==> src/rtl/audio_pkg.sv <==
// Shared audio-path constants and the envelope state encoding.
package audio_pkg;

  localparam logic [11:0] AUDIO_MID = 12'd2048;
  localparam logic [7:0]  ENV_MAX   = 8'd255;

  typedef enum logic [2:0] {
    ST_IDLE    = 3'd0,
    ST_ATTACK  = 3'd1,
    ST_DECAY   = 3'd2,
    ST_SUSTAIN = 3'd3,
    ST_RELEASE = 3'd4
  } env_state_e;

endpackage

==> src/rtl/adsr_envelope_scale.sv <==
// Sample scaler: recentres the offset-binary sample, multiplies by the envelope
// level and re-biases. Kept in its own module so the multiplier maps to a DSP.
module env_scale
  import audio_pkg::*;
(
  input  logic        clk,
  input  logic        rst_n,
  input  logic        sample_tick,
  input  logic [11:0] sample_in,
  input  logic [7:0]  level,
  output logic [11:0] sample_out
);

  logic signed [12:0] w_c;
  logic signed [21:0] w_p;
  logic signed [21:0] w_sh;
  logic        [11:0] r_out;

  assign w_c  = $signed({1'b0, sample_in}) - $signed({1'b0, AUDIO_MID});
  assign w_p  = 22'(w_c) * 22'($signed({1'b0, level}));
  // Level <= 255 keeps |p>>>8| below 2048, so the re-bias never wraps.
  assign w_sh = w_p >>> 8;

  always_ff @(posedge clk or negedge rst_n) begin
    if (!rst_n)           r_out <= AUDIO_MID;
    else if (sample_tick) r_out <= w_sh[11:0] + AUDIO_MID;
  end

  assign sample_out = r_out;

endmodule

==> src/rtl/adsr_envelope.sv <==
// ADSR amplitude envelope between the tone generator and the PWM DAC.
// All state advances only on sample_tick; gate edges take priority over stepping.
module adsr_envelope
  import audio_pkg::*;
#(
  parameter int ATTACK_STEP   = 8,
  parameter int DECAY_STEP    = 1,
  parameter int SUSTAIN_LEVEL = 192,
  parameter int RELEASE_STEP  = 2
) (
  input  logic        clk,
  input  logic        rst_n,
  input  logic        sample_tick,
  input  logic        note_gate,
  input  logic [11:0] sample_in,
  output logic [11:0] sample_out,
  output logic [7:0]  env_level,
  output logic        busy
);

  localparam logic [8:0] ATK_THR = 9'(255 - ATTACK_STEP);
  localparam logic [8:0] DEC_THR = 9'(SUSTAIN_LEVEL + DECAY_STEP);
  localparam logic [8:0] REL_THR = 9'(RELEASE_STEP);
  localparam logic [7:0] ATK_INC = 8'(ATTACK_STEP);
  localparam logic [7:0] DEC_DEC = 8'(DECAY_STEP);
  localparam logic [7:0] REL_DEC = 8'(RELEASE_STEP);
  localparam logic [7:0] SUS_LVL = 8'(SUSTAIN_LEVEL);

  env_state_e r_state, w_state_nx;
  logic [7:0] r_level, w_level_nx;
  logic       r_gate_q;
  logic       w_rise, w_fall;

  assign w_rise = note_gate & ~r_gate_q;
  assign w_fall = ~note_gate & r_gate_q;

  always_ff @(posedge clk or negedge rst_n) begin
    if (!rst_n) begin
      r_state  <= ST_IDLE;
      r_level  <= '0;
      r_gate_q <= 1'b0;
    end else if (sample_tick) begin
      r_state  <= w_state_nx;
      r_level  <= w_level_nx;
      r_gate_q <= note_gate;
    end
  end

  always_comb begin
    w_state_nx = r_state;
    w_level_nx = r_level;
    if (w_rise) begin
      // Re-trigger continues from the current level rather than restarting at 0.
      if (r_state != ST_ATTACK) w_state_nx = ST_ATTACK;
    end else if (w_fall) begin
      if (r_state inside {ST_ATTACK, ST_DECAY, ST_SUSTAIN}) w_state_nx = ST_RELEASE;
    end else begin
      case (r_state)
        ST_IDLE: w_level_nx = '0;
        ST_ATTACK: begin
          if ({1'b0, r_level} >= ATK_THR) begin
            w_level_nx = ENV_MAX;
            w_state_nx = ST_DECAY;
          end else begin
            w_level_nx = r_level + ATK_INC;
          end
        end
        ST_DECAY: begin
          if ({1'b0, r_level} <= DEC_THR) begin
            w_level_nx = SUS_LVL;
            w_state_nx = ST_SUSTAIN;
          end else begin
            w_level_nx = r_level - DEC_DEC;
          end
        end
        ST_SUSTAIN: w_level_nx = r_level;
        ST_RELEASE: begin
          if ({1'b0, r_level} <= REL_THR) begin
            w_level_nx = '0;
            w_state_nx = ST_IDLE;
          end else begin
            w_level_nx = r_level - REL_DEC;
          end
        end
        default: begin
          w_level_nx = '0;
          w_state_nx = ST_IDLE;
        end
      endcase
    end
  end

  // Scaling uses the pre-update level, giving one tick of sample latency.
  env_scale u_scale (
    .clk        (clk),
    .rst_n      (rst_n),
    .sample_tick(sample_tick),
    .sample_in  (sample_in),
    .level      (r_level),
    .sample_out (sample_out)
  );

  assign env_level = r_level;
  assign busy      = (r_state != ST_IDLE);

endmodule

==> config.mk <==
export PLATFORM = sky130hd
export DESIGN_NAME = adsr_envelope
export DESIGN_NICKNAME = d
export VERILOG_FILES = /design/src/rtl/audio_pkg.sv /design/src/rtl/adsr_envelope_scale.sv /design/src/rtl/adsr_envelope.sv
export SDC_FILE = /design/constraint.sdc
export NUM_CORES = 1
export LEC_CHECK = 0
export BUFFER_PORTS_ARGS = -buffer_cell sky130_fd_sc_hd__buf_2
export CAP_MARGIN = 5
export CELL_PAD_IN_SITES_DETAIL_PLACEMENT = 0
export CELL_PAD_IN_SITES_GLOBAL_PLACEMENT = 1
export CORE_AREA = 3 3 138 86
export DETAILED_ROUTE_END_ITERATION = 10
export DIE_AREA = 0 0 141 89
export PLACE_DENSITY = 0.85
export SLEW_MARGIN = 10
export SYNTH_ARGS = -nofsm -noshare
export SYNTH_HDL_FRONTEND = slang
export SYNTH_HIERARCHICAL = 1
export SYNTH_SLANG_ARGS = --single-unit
==> constraint.sdc <==
create_clock -name clk -period 4.94 [get_ports clk]
set_input_delay 0.247 -clock clk [delete_from_list [all_inputs] [get_ports clk]]
set_output_delay 0.247 -clock clk [all_outputs]
set_load 0.03 [all_outputs]
==> out/qor.yml, run 1 <==
hpwl_um: 9530
cp-endpoint: "u_scale/sample_out[7]"
antenna_found_initial: 0
worstPathCellList: "nand2_1 > fa_1 > inv_1 > fa_1 > fa_1 > inv_1 > fa_1 > inv_1 > ha_1 > a21oi_1 > o21a_1 > o31a_1 > o21ai_2 > xor2_1 > mux2_2"
fmax_ghz: 0.212
fillers: 1014
grt_pass1_vias: 4241
slew_viol_final: 0
rr_startpoint: "env_level[1]"
synth-seq-cells: 24
post-cts-setup-buffer-count: 0
rows: 29
num-nets-final: 745
tightest_slew_ns: 0.774
die_w_um: 141
drt_iter0_markers: 191
fin_skew_ns: 0.00450
grt_pass1_wl_um: 20900
worstReg2RegEnd: "u_scale/sample_out[7]"
io_pins: 37
violations: "hold timing"
gr-total-overflow: 0
synth_area_leaders: "fa_1, dfrtp_1, ha_1"
postRouteAntennaNets: 0
synth_flop_cell: "dfrtp_1"
gp_congestion: 0.903
reg2reg_depth: 15
syn_area_um2: 5100
synth_top_area_share_pct: 29.4
cts_max_path_buffers: 2
cp_slowest_stage_delay_ns: 0.59
required_ns: 5.08
clk_latency_ns: 0.26
yosys.area.top_type: "fa_1"
cp_max_fo: 13
grt_max_degree: 25
die_area_um2: 12500
layout_commonest_cell: "inv_1"
wl_per_cell_um: 15.9
grt_usage_pct: 20.5
layout-drive-gt1-share_pct: 14.5
final.min_clock_period_ns: 4.71
hold_class: "primary input to async pin"
diodes: 0
cp.depth: 15
critPathLaunch: "env_level[1]"
worst_path_max_delay_cell: "dfrtp_1"
worstSetupEndpointType: "flop"
ctsHoldBuffers: 0
rsz0062_at_grt: "false"
crit_family: "adder cells"
avgSynthCellArea_um2: 8.83
io_buffers: 36
cp_common_cell: "fa_1"
synth.net_count: 714
path_clk_slew_ns: 0.07
cts_tree: "yes"
slew_headroom_pct: 48.2
maxCapViolCount: 0
vias: 4001
drc_errors: 0
area_growth_pct: 8.63
rrSetupSlack_ns: 0.23
routed_wirelength_um: 11900
worst-path-buf-inv: 3
firstDrtPassIters: 5
yosysWarningCount: 6
status: "complete, but fails checks"
core_area_um2: 10600
start_kind: "flop"
layout_common_cells: "inv_1, fa_1, nand2_1"
clockRootBuffer: "clkbuf_16"
whs_ns: -0.0139
worstPathArrival_ns: 4.85
syn_inst: 578
setup_violations: 0
criticalPathCategory: "flop to flop"
synth_cell_types: 67
tns_ns: 0
synth_edf_count: 0
die_h_um: 89
h-tree-depth: 1
hold_viol: 23
tritoncts.num_buffers: 3
cts.sinks: 24
ys_seq_area_share_pct: 11.8
async_flop_share_pct: 100
initial_core_util_pct: 48.0
vias_per_cell: 5.36
timing.final.crit_share_pct: 95.4
how the worst min path moves through the flow:
| stage | start | end | slack [ns] | cells past startpoint |
|---|---|---|---|---|
| finish | rst_n | u_scale/sample_out[9] | -0.01 | 1 |
| global route | rst_n | u_scale/sample_out[9] | 0.02 | 1 |
| CTS | rst_n | u_scale/sample_out[3] | 0.005 | 1 |
| detailed placement | rst_n | u_scale/sample_out[10] | 0.29 | 1 |
| global placement | rst_n | u_scale/sample_out[10] | 0.27 | 1 |
| floorplan | rst_n | env_level[0] | -0.05 | 0 |
stage by stage:
step                worst slack, ns  utilization [%]  area, µm²  instances
floorplan                     0.219                -       5100        578
global placement              0.267             51.0       5420        743
detailed placement            0.221             51.0       5420        743
CTS                           0.195             52.0       5530        747
global route                 0.0209             52.1       5540        747
finish                        0.229             52.1       5540        747
layout make-up:
type	count	area (µm²)	share of cell area, %
flip-flops and latches	24	606	10.9
well taps	139	174	3.14
clock inverters	1	30.0	0.542
clock buffers	3	75.1	1.35
inverters	113	424	7.65
multi-input cells	419	3960	71.5
repair buffers	48	270	4.88
cells in the mapped netlist (all sizes together), types with 2 or more instances:
library cell	count
nand2	67
xor2	8
ha	45
o2111ai	2
nor2	17
mux2	10
dfrtp	23
a21o	7
nor4	3
nor3b	4
buf	5
o31a	2
nor2b	6
nand4b	2
or4	2
o21a	3
o32ai	2
a22o	2
nor3	3
o21ai	19
o21bai	2
nand4	8
a21oi	25
or3	2
clkbuf	17
nand2b	6
nand3	10
inv	113
o31ai	4
a221oi	3
o221ai	2
fa	75
and2	45
o211ai	5
xnor2	13
state kept, by name, summed over array words and instances, names as in the netlist:
register            cells
r_gate_q                1
env_level               8
u_scale/sample_out     12
r_state                 3
cells by family after synthesis:
| group | Yosys count | share of synthesized area [%] |
|---|---|---|
| xor+xnor | 21 | 3.60 |
| flops | 24 | 11.8 |
| simple gates | 180 | 18.5 |
| mux | 11 | 2.40 |
| compound gates | 87 | 12.5 |
| fa+ha+maj | 120 | 40.5 |
| buf+inv | 135 | 10.7 |
timing repair:
action                                 in CTS  in global routing
setup endpoints to repair                   0                  6
gates resized for setup                     0                  6
endpoints found under the hold margin       0                  0
routing by layer:
layer	vias up	share of wire, %	global-route usage, %
li1	1913	-	-
met1	1978	51	30.4
met2	102	44	33.9
met3	8	4.9	2.46
met4	0	0.22	2.02
met5	-	0	0
Power of run 1 is left out: the tool's default activity adds up to more than one toggle a clock period on the data nets, which glitch-free logic cannot reach.
==> inputs of run 2 (changes only) <==
ABC_AREA = 1   (was default)
CORE_AREA = 3 3 142 89   (was 3 3 138 86)
DIE_AREA = 0 0 145 92   (was 0 0 141 89)
PLACE_DENSITY = 0.86   (was 0.85)
==> out/qor.yml, run 2 <==
status: "complete, but fails checks"
violations: "hold timing"
syn_inst: 747  # +29%
core_area_um2: 11300  # +6.3%
avgSynthCellArea_um2: 7.02  # -21%
io_pins: 37  # unchanged
vdd_drop_max_mv: 0.157
diodes: 0  # unchanged
fmax_ghz: 0.216  # +1.8%
hold_class: "primary input to async pin"
regArea_um2: 604  # -0.21%
gp_congestion: 0.940  # +4.1%
start_kind: "flop"
rsz0062_at_grt: "false"
vias: 4610  # +15%
timing.final.crit_share_pct: 93.6  # -1.7 points
drt_iter0_markers: 423  # +120%
gr-total-overflow: 0  # unchanged
slew_headroom_pct: 48.6  # +0.37 points
post-cts-setup-buffer-count: 0  # unchanged
synth_area_leaders: "fa_1, nand2_1, inv_1"
cp_common_cell: "inv_1"
synth_flop_cell: "dfrtp_1"
grt_pass1_wl_um: 23800  # +14%
worstPathArrival_ns: 4.78  # -0.07 ns
worstPathCellList: "nand2_1 > inv_1 > fa_1 > inv_1 > fa_1 > inv_1 > fa_1 > inv_1 > fa_1 > inv_1 > ha_1 > inv_1 > o21bai_1 > nor3_1 > nand3_1 > nand3_1 > nand2_1"
num-nets-final: 912  # +22%
synth_most_common_cell: "nand2_1"
power_frac_comb_pct: 78.0
postRouteAntennaNets: 0  # unchanged
routed_wirelength_um: 14100  # +19%
synth.net_count: 883  # +24%
die_w_um: 145  # +2.8%
layout_commonest_cell: "nand2_1"
die_area_um2: 13300  # +6.3%
initial_core_util_pct: 46.4  # -1.6 points
yosys.area.top_type: "fa_1"
hold_viol: 23  # unchanged
cts_max_path_buffers: 2  # unchanged
vias_per_cell: 4.93  # -7.9%
worst_path_max_delay_cell: "fa_1"
die_h_um: 92  # +3.4%
power_frac_seq_pct: 13.6
path_clk_slew_ns: 0.07  # about the same
tns_ns: 0  # unchanged
synth_top_area_share_pct: 28.6  # -0.78 points
synth_edf_count: 0  # unchanged
maxCapViolCount: 0  # unchanged
async_flop_share_pct: 100  # unchanged
h-tree-depth: 1  # unchanged
synth_cell_types: 35  # -48%
cp_max_fo: 13  # unchanged
setup_violations: 0  # unchanged
synth_common_cells: "nand2_1, inv_1, fa_1"
criticalPathCategory: "flop to flop"
synth-seq-cells: 24  # unchanged
drc_errors: 0  # unchanged
fin_skew_ns: 0.00189  # -0.00261 ns
clockRootBuffer: "clkbuf_16"
required_ns: 5.09  # about the same
cp_slowest_stage_delay_ns: 0.59  # about the same
fillers: 1114  # +9.9%
pwr_density_cell_nw_per_um2: 497
rows: 30  # +3.4%
largest_register_ffs: 12  # unchanged
layout-drive-gt1-share_pct: 9.55  # -4.9 points
grt_max_degree: 25  # unchanged
dpl_cell_area_um2: 5580  # +3.0%
ys_seq_area_share_pct: 11.5  # -0.31 points
wl_per_cell_um: 15.1  # -5.3%
p_sw_uw: 1620
multiInputGateArea_um2: 3790  # -4.3%
fin_area_um2: 5690  # +2.7%
antenna_found_initial: 0  # unchanged
whs_ns: -0.0232  # -0.00924 ns
rrSetupSlack_ns: 0.31  # +0.09 ns
final.min_clock_period_ns: 4.63  # -0.0852 ns
tritoncts.num_buffers: 3  # unchanged
grt_usage_pct: 22.0  # +1.5 points
cts.sinks: 24  # unchanged
cts_tree: "yes"
yosysWarningCount: 6  # unchanged
power.internal_uw: 1210
switching_share_pct: 57.2
tightest_slew_ns: 0.772  # -0.00219 ns
layout_common_cells: "nand2_1, inv_1, fa_1"
grt_pass1_vias: 4539  # +7.0%
power.share.clock_pct: 8.3
clk_latency_ns: 0.26  # about the same
io_buffers: 36  # unchanged
worstSetupEndpointType: "flop"
total_leakage_power_uw: 0.00354
firstDrtPassIters: 6  # +1
syn_area_um2: 5240  # +2.7%
slew_viol_final: 0  # unchanged
hpwl_um: 11700  # +23%
area_growth_pct: 8.57  # about the same
run 2: cell types whose count changed after synthesis, moves of 9 or more:
cell,change
nand2_1,+164
a21oi_1,-13
nand2_2,+9
and2_1,-39
inv_1,+85
nor2_1,+16
nand3_1,+28
run 2: worst max-delay path: cells and delay by family (launching register included):
family | cells | cell delay (ns)
flops | 1 | 0.56
simple gates | 5 | 0.78
fa+ha+maj | 5 | 2.57
buf+inv | 6 | 0.50
compound gates | 1 | 0.10
run 2: cell type report:
type / instances / share of cell area [%]
clock inverters: 1 / 0.528
inverters: 199 / 13.1
flip-flops and latches: 24 / 10.6
well taps: 160 / 3.52
repair buffers: 44 / 4.22
clock buffers: 3 / 1.32
multi-input cells: 504 / 66.7
run 2: kinds of logic (layout without fill, tap and decap cells):
logic type               after synthesis  count (layout)  share of synthesized area, %
AO/OA/AOI/OAI                         37              37                          3.96
flip-flops                            24              24                          11.5
AND/OR/NAND/NOR                      333             333                          26.7
buffers and inverters                219             247                          16.1
XOR/XNOR                              14              14                          2.34
adder cells (fa/ha/maj)              120             120                          39.4
run 2: final timing paths:
kind                            cells past startpoint                  start               endpoint
worst min-delay path                                1                  rst_n             r_state[1]
worst max register to register                     17           env_level[3]  u_scale/sample_out[9]
min in group clk                                    3              note_gate               r_gate_q
worst max-delay path                               17           env_level[3]  u_scale/sample_out[9]
max in group asynchronous                           1                  rst_n           env_level[5]
worst min register to register                      2  u_scale/sample_out[7]  u_scale/sample_out[7]
run 2: power groups by stage:
| stage | Sequential (µW) | Combinational [µW] | Clock (µW) |
|---|---|---|---|
| after floorplan | 444 | 1540 | 0 |
| after global placement | 380 | 2130 | 0 |
| final | 386 | 2210 | 236 |
| after CTS | 383 | 2200 | 240 |
| after detailed placement | 384 | 2190 | 0 |
| after global routing | 398 | 2540 | 252 |
run 2: routing by layer:
metal | vias to the layer above | wire [µm] | GRT usage, %
met1 | 2216 | 7260 | 35.3
met3 | 8 | 1230 | 5.63
met4 | 0 | 99 | 1.98
li1 | 2224 | - | -
met5 | - | 0 | 0
met2 | 162 | 5490 | 30.4
run 2: metrics by stage:
stage / std cells / power (µW) / util (%) / setup slack, ns
2_1_floorplan: 747 / 1980 / - / 0.387
4_1_cts: 935 / 2830 / 50.3 / 0.300
3_5_place_dp: 931 / 2580 / 49.4 / 0.299
5_1_grt: 935 / 3190 / 50.4 / 0.0392
3_3_place_gp: 931 / 2510 / 49.4 / 0.437
6_report: 935 / 2830 / 50.4 / 0.315
run 2: timing repair:
action,CTS,global route
resized for setup,0,2
endpoints found under the hold margin,0,0
hold buffers,0,0
setup endpoints to repair,0,1
No activity file was read; power rests on OpenSTA's default activity.
